===== config.mk =====
export PLATFORM = sky130hd
export DESIGN_NAME = divider_sequencer_flat
export DESIGN_NICKNAME = d
export VERILOG_FILES = /design/src/rtl/divider_sequencer_pkg.sv /design/src/rtl/divider_sequencer_if.sv /design/src/rtl/divider_sequencer_edge_sync.sv /design/src/rtl/divider_sequencer.sv /design/src/flat_wrapper.sv
export SDC_FILE = /design/constraint.sdc
export NUM_CORES = 1
export LEC_CHECK = 0
export BUFFER_PORTS_ARGS = -buffer_cell sky130_fd_sc_hd__buf_4
export CAP_MARGIN = 20
export CORE_UTILIZATION = 45
export DETAILED_ROUTE_END_ITERATION = 8
export GPL_ROUTABILITY_DRIVEN = 0
export HOLD_SLACK_MARGIN = 0.08
export PLACE_DENSITY = 0.67
export SYNTH_ARGS = -nofsm -noshare
export SYNTH_HDL_FRONTEND = slang
export SYNTH_SLANG_ARGS = --single-unit

===== constraint.sdc =====
create_clock -name clk_in -period 5.49 [get_ports clk_in]
set_input_delay 1.3725 -clock clk_in [delete_from_list [all_inputs] [get_ports clk_in]]
set_output_delay 1.3725 -clock clk_in [all_outputs]
set_load 0.01 [all_outputs]

===== src/rtl/divider_sequencer_pkg.sv =====
// Shared types and constants for the divider sequencer.
// Optional status outputs are enabled by defining DIVSEQ_STATUS_EN.
package divseq_pkg;

   typedef enum logic [0:0] {
      IDLE = 1'b0,
      RUN  = 1'b1
   } state_t;

   localparam logic [31:0] DIV_MIN      = 32'd2;
   localparam int          ENTRY_HOLD_W = 16;

   typedef struct packed {
      logic [31:0]             divider;
      logic [ENTRY_HOLD_W-1:0] hold;
   } entry_t;

   // Keeps the downstream (div/2)-1 computation from underflowing.
   function automatic logic [31:0] clamp_div(input logic [31:0] d);
      return (d < DIV_MIN) ? DIV_MIN : d;
   endfunction

endpackage


===== src/rtl/divider_sequencer_if.sv =====
// Control/status bundle between board logic and the divider sequencer.
// Status signals exist only when DIVSEQ_STATUS_EN is defined.
interface divider_sequencer_if #(
   parameter int DEPTH  = 8,
   parameter int HOLD_W = 16
);
   localparam int AW = $clog2(DEPTH);

   logic              wr_en;
   logic [AW-1:0]     wr_addr;
   logic [31:0]       wr_divider;
   logic [HOLD_W-1:0] wr_hold;
   logic [AW:0]       seq_len;
   logic              loop;
   logic              start;
   logic              stop;
   logic [31:0]       divider;
   logic              busy;
   logic              done;
`ifdef DIVSEQ_STATUS_EN
   logic [AW-1:0]     step_idx;
   logic              step_pulse;

   modport master (
      output wr_en, wr_addr, wr_divider, wr_hold, seq_len, loop, start, stop,
      input  divider, busy, done, step_idx, step_pulse
   );
   modport slave (
      input  wr_en, wr_addr, wr_divider, wr_hold, seq_len, loop, start, stop,
      output divider, busy, done, step_idx, step_pulse
   );
`else
   modport master (
      output wr_en, wr_addr, wr_divider, wr_hold, seq_len, loop, start, stop,
      input  divider, busy, done
   );
   modport slave (
      input  wr_en, wr_addr, wr_divider, wr_hold, seq_len, loop, start, stop,
      output divider, busy, done
   );
`endif
endinterface


===== src/rtl/divider_sequencer_edge_sync.sv =====
// Brings the divided clock into the system domain and emits a one-cycle pulse
// per rising edge; the pulse appears three clk cycles after the rise.
module edge_sync (
   input  logic clk,
   input  logic rst,
   input  logic i_async,
   output logic o_pulse
);
   logic r_meta;
   logic r_sync;
   logic r_prev;
   logic r_pulse;

   // Two-stage synchronizer, delayed copy, and registered rise detect.
   always_ff @(posedge clk) begin
      if (rst) begin
         r_meta  <= 1'b0;
         r_sync  <= 1'b0;
         r_prev  <= 1'b0;
         r_pulse <= 1'b0;
      end else begin
         r_meta  <= i_async;
         r_sync  <= r_meta;
         r_prev  <= r_sync;
         r_pulse <= r_sync & ~r_prev;
      end
   end

   assign o_pulse = r_pulse;
endmodule


===== src/rtl/divider_sequencer.sv =====
// Steps the clock divider through a programmable (divider, hold) table, each entry
// held for a number of div_clk rising edges. Define DIVSEQ_STATUS_EN for step status.
module divider_sequencer
   import divseq_pkg::*;
#(
   parameter int          DEPTH    = 8,
   parameter int          AW       = $clog2(DEPTH),
   parameter int          HOLD_W   = ENTRY_HOLD_W,
   parameter logic [31:0] IDLE_DIV = 32'd50000000
) (
   input  logic             clk_in,
   input  logic             rst,
   input  logic             div_clk,
   divider_sequencer_if.slave bus
);
   localparam logic [AW:0] LEN_MAX = (AW+1)'(DEPTH);

   entry_t            r_tbl [DEPTH];
   state_t            r_state, w_state_nx;
   logic [AW-1:0]     r_idx, w_idx_nx;
   logic [AW:0]       r_len, w_len_nx;
   logic [HOLD_W-1:0] r_cnt, w_cnt_nx;
   logic [HOLD_W-1:0] r_hold, w_hold_nx;
   logic [31:0]       r_div, w_div_nx;
   logic              r_done, w_done_nx;
   logic              w_load;
   logic [AW-1:0]     w_load_idx;
   logic              w_edge;
   entry_t            w_entry;

   edge_sync u_edge_sync (
      .clk     (clk_in),
      .rst     (rst),
      .i_async (div_clk),
      .o_pulse (w_edge)
   );

   // Table write port; contents are deliberately left unreset.
   always_ff @(posedge clk_in) begin
      if (bus.wr_en) begin
         r_tbl[bus.wr_addr] <= '{divider: bus.wr_divider, hold: ENTRY_HOLD_W'(bus.wr_hold)};
      end else begin
         r_tbl[bus.wr_addr] <= r_tbl[bus.wr_addr];
      end
   end

   assign w_entry = r_tbl[w_load_idx];

   // Next-state logic: stop beats start, start beats edge handling.
   always_comb begin
      w_state_nx = r_state;
      w_idx_nx   = r_idx;
      w_len_nx   = r_len;
      w_cnt_nx   = r_cnt;
      w_hold_nx  = r_hold;
      w_div_nx   = r_div;
      w_done_nx  = 1'b0;
      w_load     = 1'b0;
      w_load_idx = r_idx;

      if (bus.stop) begin
         w_state_nx = IDLE;
         w_idx_nx   = '0;
         w_cnt_nx   = '0;
         w_div_nx   = IDLE_DIV;
      end else if (bus.start) begin
         w_state_nx = RUN;
         w_load     = 1'b1;
         w_load_idx = '0;
         if (bus.seq_len == '0) begin
            w_len_nx = (AW+1)'(1);
         end else if (bus.seq_len > LEN_MAX) begin
            w_len_nx = LEN_MAX;
         end else begin
            w_len_nx = bus.seq_len;
         end
      end else begin
         case (r_state)
            IDLE: begin
               w_div_nx = IDLE_DIV;
            end
            RUN: begin
               if (w_edge) begin
                  if ((r_cnt + HOLD_W'(1)) == r_hold) begin
                     if (({1'b0, r_idx} + (AW+1)'(1)) < r_len) begin
                        w_load     = 1'b1;
                        w_load_idx = r_idx + AW'(1);
                     end else if (bus.loop) begin
                        w_load     = 1'b1;
                        w_load_idx = '0;
                     end else begin
                        w_state_nx = IDLE;
                        w_idx_nx   = '0;
                        w_cnt_nx   = '0;
                        w_div_nx   = IDLE_DIV;
                        w_done_nx  = 1'b1;
                     end
                  end else begin
                     w_cnt_nx = r_cnt + HOLD_W'(1);
                  end
               end else begin
                  w_cnt_nx = r_cnt;
               end
            end
            default: begin
               w_state_nx = IDLE;
               w_div_nx   = IDLE_DIV;
            end
         endcase
      end

      // Hold is captured at load so table rewrites never disturb the active entry.
      if (w_load) begin
         w_idx_nx  = w_load_idx;
         w_cnt_nx  = '0;
         w_div_nx  = clamp_div(w_entry.divider);
         w_hold_nx = (w_entry.hold == '0) ? HOLD_W'(1) : HOLD_W'(w_entry.hold);
      end else begin
         w_hold_nx = r_hold;
      end
   end

   // Sequencer state registers.
   always_ff @(posedge clk_in) begin
      if (rst) begin
         r_state <= IDLE;
         r_idx   <= '0;
         r_len   <= (AW+1)'(1);
         r_cnt   <= '0;
         r_hold  <= HOLD_W'(1);
         r_div   <= IDLE_DIV;
         r_done  <= 1'b0;
      end else begin
         r_state <= w_state_nx;
         r_idx   <= w_idx_nx;
         r_len   <= w_len_nx;
         r_cnt   <= w_cnt_nx;
         r_hold  <= w_hold_nx;
         r_div   <= w_div_nx;
         r_done  <= w_done_nx;
      end
   end

   assign bus.divider = r_div;
   assign bus.busy    = (r_state == RUN);
   assign bus.done    = r_done;

`ifdef DIVSEQ_STATUS_EN
   logic r_step_pulse;

   // Marks every entry load, including the first after start.
   always_ff @(posedge clk_in) begin
      if (rst) begin
         r_step_pulse <= 1'b0;
      end else begin
         r_step_pulse <= w_load;
      end
   end

   assign bus.step_idx   = r_idx;
   assign bus.step_pulse = r_step_pulse;
`endif
endmodule

===== src/flat_wrapper.sv =====
// flat-port wrapper written by rule: the top's interface ports become plain ports
module divider_sequencer_flat import divseq_pkg::*;
#(
   parameter int          DEPTH    = 8,
   parameter int          AW       = $clog2(DEPTH),
   parameter int          HOLD_W   = ENTRY_HOLD_W,
   parameter logic [31:0] IDLE_DIV = 32'd50000000
)
  (clk_in, rst, div_clk, bus_wr_en, bus_wr_addr, bus_wr_divider, bus_wr_hold, bus_seq_len, bus_loop, bus_start, bus_stop, bus_divider, bus_busy, bus_done);
  divider_sequencer_if #(.DEPTH(DEPTH), .HOLD_W(HOLD_W)) bus_i ();
  input  logic clk_in;
  input  logic rst;
  input  logic div_clk;
  input wire logic [$bits(bus_i.wr_en)-1:0] bus_wr_en;
  input wire logic [$bits(bus_i.wr_addr)-1:0] bus_wr_addr;
  input wire logic [$bits(bus_i.wr_divider)-1:0] bus_wr_divider;
  input wire logic [$bits(bus_i.wr_hold)-1:0] bus_wr_hold;
  input wire logic [$bits(bus_i.seq_len)-1:0] bus_seq_len;
  input wire logic [$bits(bus_i.loop)-1:0] bus_loop;
  input wire logic [$bits(bus_i.start)-1:0] bus_start;
  input wire logic [$bits(bus_i.stop)-1:0] bus_stop;
  output wire logic [$bits(bus_i.divider)-1:0] bus_divider;
  output wire logic [$bits(bus_i.busy)-1:0] bus_busy;
  output wire logic [$bits(bus_i.done)-1:0] bus_done;
  assign bus_i.wr_en = bus_wr_en;
  assign bus_i.wr_addr = bus_wr_addr;
  assign bus_i.wr_divider = bus_wr_divider;
  assign bus_i.wr_hold = bus_wr_hold;
  assign bus_i.seq_len = bus_seq_len;
  assign bus_i.loop = bus_loop;
  assign bus_i.start = bus_start;
  assign bus_i.stop = bus_stop;
  assign bus_divider = bus_i.divider;
  assign bus_busy = bus_i.busy;
  assign bus_done = bus_i.done;
  divider_sequencer #(.DEPTH(DEPTH), .AW(AW), .HOLD_W(HOLD_W), .IDLE_DIV(IDLE_DIV)) u_core (.clk_in(clk_in), .rst(rst), .div_clk(div_clk), .bus(bus_i));
endmodule

# ---- Word-level counts from Yosys, hierarchy flattened
# Memories as Yosys holds them, arrays and structs flattened.
# Cells that the tools add are included.
dict set report op_classes {
  addsub 3
  magnitude_cmp 3
  eq_ne 11
  n_mux 46
  bitwise_logic 8
  n_reduce_logical 13
}
# cell count
set op_table {}
lappend op_table {{32-bit two-way mux} 8}
lappend op_table {{16-bit two-way mux} 4}
lappend op_table {{32-bit case mux with 2 select lines} 1}
lappend op_table {{48-bit two-way mux} 1}
lappend op_table {{3-bit two-way mux} 15}
lappend op_table {{32-bit by 2-bit < comparator with 1-bit output, second input constant} 1}
lappend op_table {{16-bit by 1-bit adder with 16-bit output, second input constant} 1}
lappend op_table {{16-bit == test} 1}
lappend op_table {{16-bit zero test} 1}
lappend op_table {{4-bit != test, second input constant} 4}
lappend op_table {{1-bit two-way mux} 15}
lappend op_table {{5-bit AND reduction} 2}
lappend op_table {{3-bit nonzero test} 3}
lappend op_table {{4-bit two-way mux} 2}
lappend op_table {{7-bit OR reduction} 1}
lappend op_table {{3-bit by 1-bit != test with 1-bit output, second input constant} 2}
lappend op_table {{1-bit inverter} 6}
lappend op_table {{6-bit AND reduction} 1}
lappend op_table {{3-bit by 1-bit adder with 4-bit output, second input constant} 1}
lappend op_table {{4-bit greater-than comparator, second input constant} 1}
lappend op_table {{4-bit zero test} 1}
lappend op_table {{4-bit < comparator} 1}
lappend op_table {{2-bit != test, second input constant} 2}
lappend op_table {{2-bit AND reduction} 2}
lappend op_table {{7 further kinds} 7}
dict set report word_totals {
  ff_bits 77
  ram_bits 384
  output_inout_bits 34
  mem_count 1
}
# memory depth word_bits read_ports rd_clocked_by_memory_dff write_ports line
set mem_list {}
lappend mem_list {u_core.r_tbl 8 48 1 0 1 divider_sequencer.sv:18} ;# entry_t r_tbl [DEPTH];

# ---- Depth between registers and ports, before layout
# An unclocked memory read counts as a cell.
dict set report logic_depth {
  depth_word 12
  ltp_mapped 21
  ltp_nobuf 16
}

# ---- By module
# From an unflattened synthesis, not the netlist that was laid out.
dict set report hier_totals {
  cells_unflattened 1517
  area_unflattened_um2 19038.3
}
# mod n_inst cells_per_inst area_per_inst_um2
set modules_own_cells {}
lappend modules_own_cells {divider_sequencer 1 1509 18926.9}
lappend modules_own_cells {edge_sync 1 8 111.4}

# ---- Worst setup path after synthesis
# Ideal clock, no wire load.
dict set report synth_path {
  path_type {input port to flip-flop}
  from {input bus_wr_addr[2]}
  to {memory u_core.r_tbl[0][0] in the netlist's numbering, enable pin}
  t_arrival_ns 4.830
  path_slack_ns 0.146
  path_stages 2
  path_buffers 0
  path_cell_list {nand2b_1 -> nor3_1}
}
# item line
set synth_rtl {}
lappend synth_rtl {{start, declared} flat_wrapper.sv:15} ;# input wire logic [$bits(bus_i.wr_addr)-1:0] bus_wr_addr;
lappend synth_rtl {{end, declared} divider_sequencer.sv:18}
# Straight into the memory's write port.

# ---- Worst setup path in the final report
dict set report layout_path {
  from {register u_core.r_cnt[0]}
  to {register u_core.r_div[0], in the netlist u_core.bus.divider[0]}
}
dict set report layout_between {
  elab_chain_len 11
  elab_cells_between_ends 22
  cone_classes {add/sub: 1; order compare: 1; eq/ne: 6; mux: 12; reduce/logical: 1; memory: 1}
}
# item line
set layout_lines {}
lappend layout_lines {{start, declared} divider_sequencer.sv:22} ;# logic [HOLD_W-1:0] r_cnt, w_cnt_nx;
lappend layout_lines {{start signal, assigned} divider_sequencer.sv:137} ;# r_cnt <= w_cnt_nx;
lappend layout_lines {{16-bit by 1-bit adder with 16-bit output *} divider_sequencer.sv:84} ;# if ((r_cnt + HOLD_W'(1)) == r_hold) begin
lappend layout_lines {{16-bit == test *} divider_sequencer.sv:84}
lappend layout_lines {{3-bit two-way mux} divider_sequencer.sv:84}
lappend layout_lines {{3-bit two-way mux} divider_sequencer.sv:83} ;# if (w_edge) begin
lappend layout_lines {{3-bit two-way mux} divider_sequencer.sv:78} ;# case (r_state)
lappend layout_lines {{3-bit two-way mux} divider_sequencer.sv:66} ;# end else if (bus.start) begin
lappend layout_lines {{3-bit two-way mux} divider_sequencer.sv:61} ;# if (bus.stop) begin
lappend layout_lines {{memory read 8 x 48 bit} --}
lappend layout_lines {{32-bit by 2-bit < comparator with 1-bit output} divider_sequencer_pkg.sv:20} ;# return (d < DIV_MIN) ? DIV_MIN : d;
lappend layout_lines {{32-bit two-way mux} divider_sequencer_pkg.sv:20}
lappend layout_lines {{32-bit two-way mux} divider_sequencer.sv:113} ;# if (w_load) begin
lappend layout_lines {{end signal, assigned} divider_sequencer.sv:139} ;# r_div <= w_div_nx;
lappend layout_lines {{end, declared} divider_sequencer.sv:24} ;# logic [31:0] r_div, w_div_nx;
# Every way passes the cells marked *; elsewhere a longest branch is shown, timed or not.
# A chain may end at the register's enable or synchronous reset.

==> summary.txt <==
STA
  • Final Setup Violations: 0
  • Count of final max-slew check failures: 0
  • Post-layout min period: 5.12 ns
  • RSZ-0062 raised after global routing: false
  • Setup TNS: 0 ns
  • Fmax: 0.195 GHz
  • Least-Margin Pin Slew: 1.09 ns
  • Slew headroom: 27.3%
  • Clk_skew: 0.0202 ns
  • Crit share post-route: 93.3%
  • Final Hold Fails: 0

GRT
  • Global Route Usage Sum: 20.4%
  • Initial antenna violation count: 1
  • Vias in the first global route: 11.2k
  • First-pass GRT wire length: 66300 um
  • GRT overflow: 0
  • Pin count of the biggest net entering global routing: 90

Status
  • Status: finished with violations
  • Violated checks: design-rule violations

Logic synthesis
  • Seq/Total Area, Yosys: 69.2%
  • Cell count after synthesis: 1408
  • Mean post-synth cell area: 13.4 um2
  • Post-Syn Area: 18900 um2
  • Synth Area in Adders: 0.331%
  • Syn Nets: 1475
  • Xor/xnor share of the synthesized area: 0.927%
  • Synth cell types: 66
  • Synth Area in Simple Gates: 11.7%
  • Post-synth EDFFs: 384
  • Largest family of logic cells by synthesized area: simple AND/OR/NAND/NOR gates
  • FFs w/ async S/R, synth: 0%
  • Seq cells post-synth: 461
  • Top_reg_cell synth: edfxtp_1
  • Mux share of post-synthesis cell area: 5.12%
  • Synth Area in Compound Gates: 10.2%
  • Synth warn: 0

Detailed routing
  • 1st-pass router iterations: 9
  • Antenna Violating Nets Remaining: 0
  • DR vias/cell: 5.74
  • Routed len/inst: 21.4 um
  • Vias: 11.9k
  • Routed WL: 44200 um
  • 1st-iter DRT viols: 1147
  • Remaining DRCs: 5

Critical path
  • Worst setup startpoint: u_core.r_cnt[0]
  • Critical path class: flip-flop to flip-flop
  • CP max FO: 23
  • Worst path slowest cell: or4_4
  • CP startpoint kind: flip-flop
  • Reg2Reg Launch Point: u_core.r_cnt[0]
  • CP Capture Type: flip-flop
  • Crit-path cells: ha_1 -> nand3_1 -> nor3_1 -> o211ai_1 -> or4_4 -> or2_4 -> o311ai_2 -> a21o_4 -> buf_4 -> buf_4 -> a311oi_1 -> a21oi_1 -> nand4_1 -> nor4_2 -> nand3_1 -> and2_1
  • CP arrival: 5.57 ns
  • R2R cell count: 16
  • Slowest stage delay, CP: 0.56 ns
  • Critical path data required time: 5.94 ns

Floorplan
  • FP Rows: 74
  • I/O pins: 96
  • Chip Width: 207 um
  • Initial Util: 46.0%
  • Die area: 42800 um2
  • Die H: 207 um
  • Core box area: 41100 um2

Clocking
  • Clock latency on the worst-skew pair: 0.56 ns
  • Cts hold-fix bufs: 0
  • Clock slew at reported path FFs: 0.06 ns
  • TritonCTS buffer count: 47
  • CTS Sinks: 461
  • H-tree levels: 2
  • Clock Tree Root: clkbuf_16
  • CTS tree: yes
  • Maximum clock path buffer count: 3

Finish
  • Final-stage net count: 1561
  • Ant diodes: 0
  • Fillers: 3405
  • Leading cell type in the layout, fill and taps excluded: edfxtp_1
  • Layout cells sized above 1: 16.3%
  • Area of the multi-input gates: 5480 um2
  • Register Area: 13100 um2
  • Most frequent cells in the layout: 384 x edfxtp_1, 180 x nand2_1, 121 x buf_4, 77 x dfxtp_1, 68 x nor2_1
  • Area grow syn2layout: 15.5%

Hold path
  • Hold path start: u_core.u_edge_sync.r_prev
  • Hold/Removal Path Class: flip-flop to flip-flop
  • Hold-critical path depth: 1

Power and ir drop
  • Total power: 7.47 mW
  • Static Leak: 7.21 nW
  • Peak VDD IR: 0.000206 V
  • Power per Cell Area: 342 nW/um2

Placement
  • Dpl hpwl: 25500 um
  • Port Buffers: 95

Run
  • Max cap viols: 0
==> Yosys cell counts, types with 3 or more instances <==
library cell	number	share of area (%)
buf_4	4	0.16
dfxtp_1	77	8.2
a211oi_1	59	2.3
or4_1	6	0.24
or3_1	6	0.20
a21o_1	5	0.20
a221oi_1	14	0.65
nand4b_1	8	0.37
nor3_1	24	0.64
a31oi_1	37	1.2
mux2_1	9	0.54
o22ai_1	18	0.60
and2_1	58	1.9
nor3b_1	3	0.12
nand3_1	10	0.26
edfxtp_1	384	61
nand3b_1	3	0.12
nand2_1	180	3.6
xnor2_1	13	0.60
nor2_1	76	1.5
a21oi_1	53	1.4
buf_6	7	0.42
xor2_1	7	0.32
and3_1	9	0.30
clkbuf_1	42	0.83
nand4_1	7	0.23
nor4_1	9	0.30
nor2b_1	7	0.23
a22oi_1	4	0.16
o21ai_0	51	1.4
a311oi_1	29	1.3
o211ai_1	6	0.24
mux2i_1	63	3.3
ha_1	5	0.33
buf_2	32	0.85
mux2_2	21	1.3
inv_1	4	0.079
nand2b_1	18	0.60
buf_1	6	0.12
==> flip-flops by register name (all words and copies together) (netlist names) <==
register / flops
u_core.r_cnt: 16
u_core.u_edge_sync.r_prev: 1
u_core.bus.divider: 32
u_core.r_hold: 16
u_core.bus.done: 1
u_core.r_tbl: 384
u_core.bus.busy: 1
u_core.u_edge_sync.r_meta: 1
u_core.r_len: 4
u_core.u_edge_sync.o_pulse: 1
u_core.u_edge_sync.r_sync: 1
u_core.r_idx: 3
==> cell families (layout without fill, tap and decap cells) <==
kind of cell	count (synthesis)	after routing
multiplexers	93	94
AND/OR/NAND/NOR	443	443
flip-flops	461	461
adder cells (fa/ha/maj)	5	5
XOR/XNOR	20	20
buffers and inverters	96	218
AO/OA/AOI/OAI	290	291
==> worst max-delay path: cells and delay by family (launching register included) <==
family / cells / cell delay, ns
flip-flops: 1 / 0.48
AO/OA/AOI/OAI: 5 / 1.36
AND/OR/NAND/NOR: 8 / 2.27
buffers and inverters: 2 / 0.53
adder cells (fa/ha/maj): 1 / 0.33
==> per-stage QoR <==
stage / hold slack [ns] / cell area [um2] / std cells / setup slack (ns) / utilization (%)
after floorplan: 0.367 / 18900 / 1408 / 0.146 / -
after global placement: 0.376 / 20200 / 1972 / 0.324 / 49.2
after detailed placement: 0.383 / 20200 / 1972 / 0.202 / 49.2
after CTS: 0.399 / 21800 / 2059 / 0.176 / 53.0
after global routing: 0.411 / 21800 / 2064 / 0.0611 / 53.1
final: 0.396 / 21800 / 2064 / 0.370 / 53.1
==> path summary, 6_finish.rpt <==
check | end | slack (ns)
worst max-delay path | u_core.bus.divider[0] | 0.37
worst min-delay path | u_core.u_edge_sync.o_pulse | 0.40
worst min register to register | u_core.u_edge_sync.o_pulse | 0.40
worst max register to register | u_core.bus.divider[0] | 0.37
==> where the power goes <==
group	switching (mW)	internal [mW]	leakage, nW
Clock	1.30	1.95	0.780
Combinational	0.180	0.103	2.32
Sequential	0.0353	3.90	4.12
Total	1.52	5.95	7.21
==> area by class of cell <==
type	instances	area share, %
inverter	4	0.0687
clock inverter	30	1.54
tap	532	3.05
sequential	461	59.8
timing repair buffer	127	4.71
clock buffer	57	5.69
multi-input combinational	853	25.1
==> repair_timing <==
item                       CTS  global route
gates resized for setup      0             2
setup buffers                0             2
setup endpoints to repair    0             2
==> metal layers <==
layer / track usage [%] / up-vias / wire length, um
met2: 32.5 / 385 / 20700
met4: 5.01 / 2 / 714
li1: - / 5540 / -
met1: 29.0 / 5870 / 19800
met5: 0 / - / 14
met3: 3.63 / 60 / 2980
(Power assumes the default switching activity.)
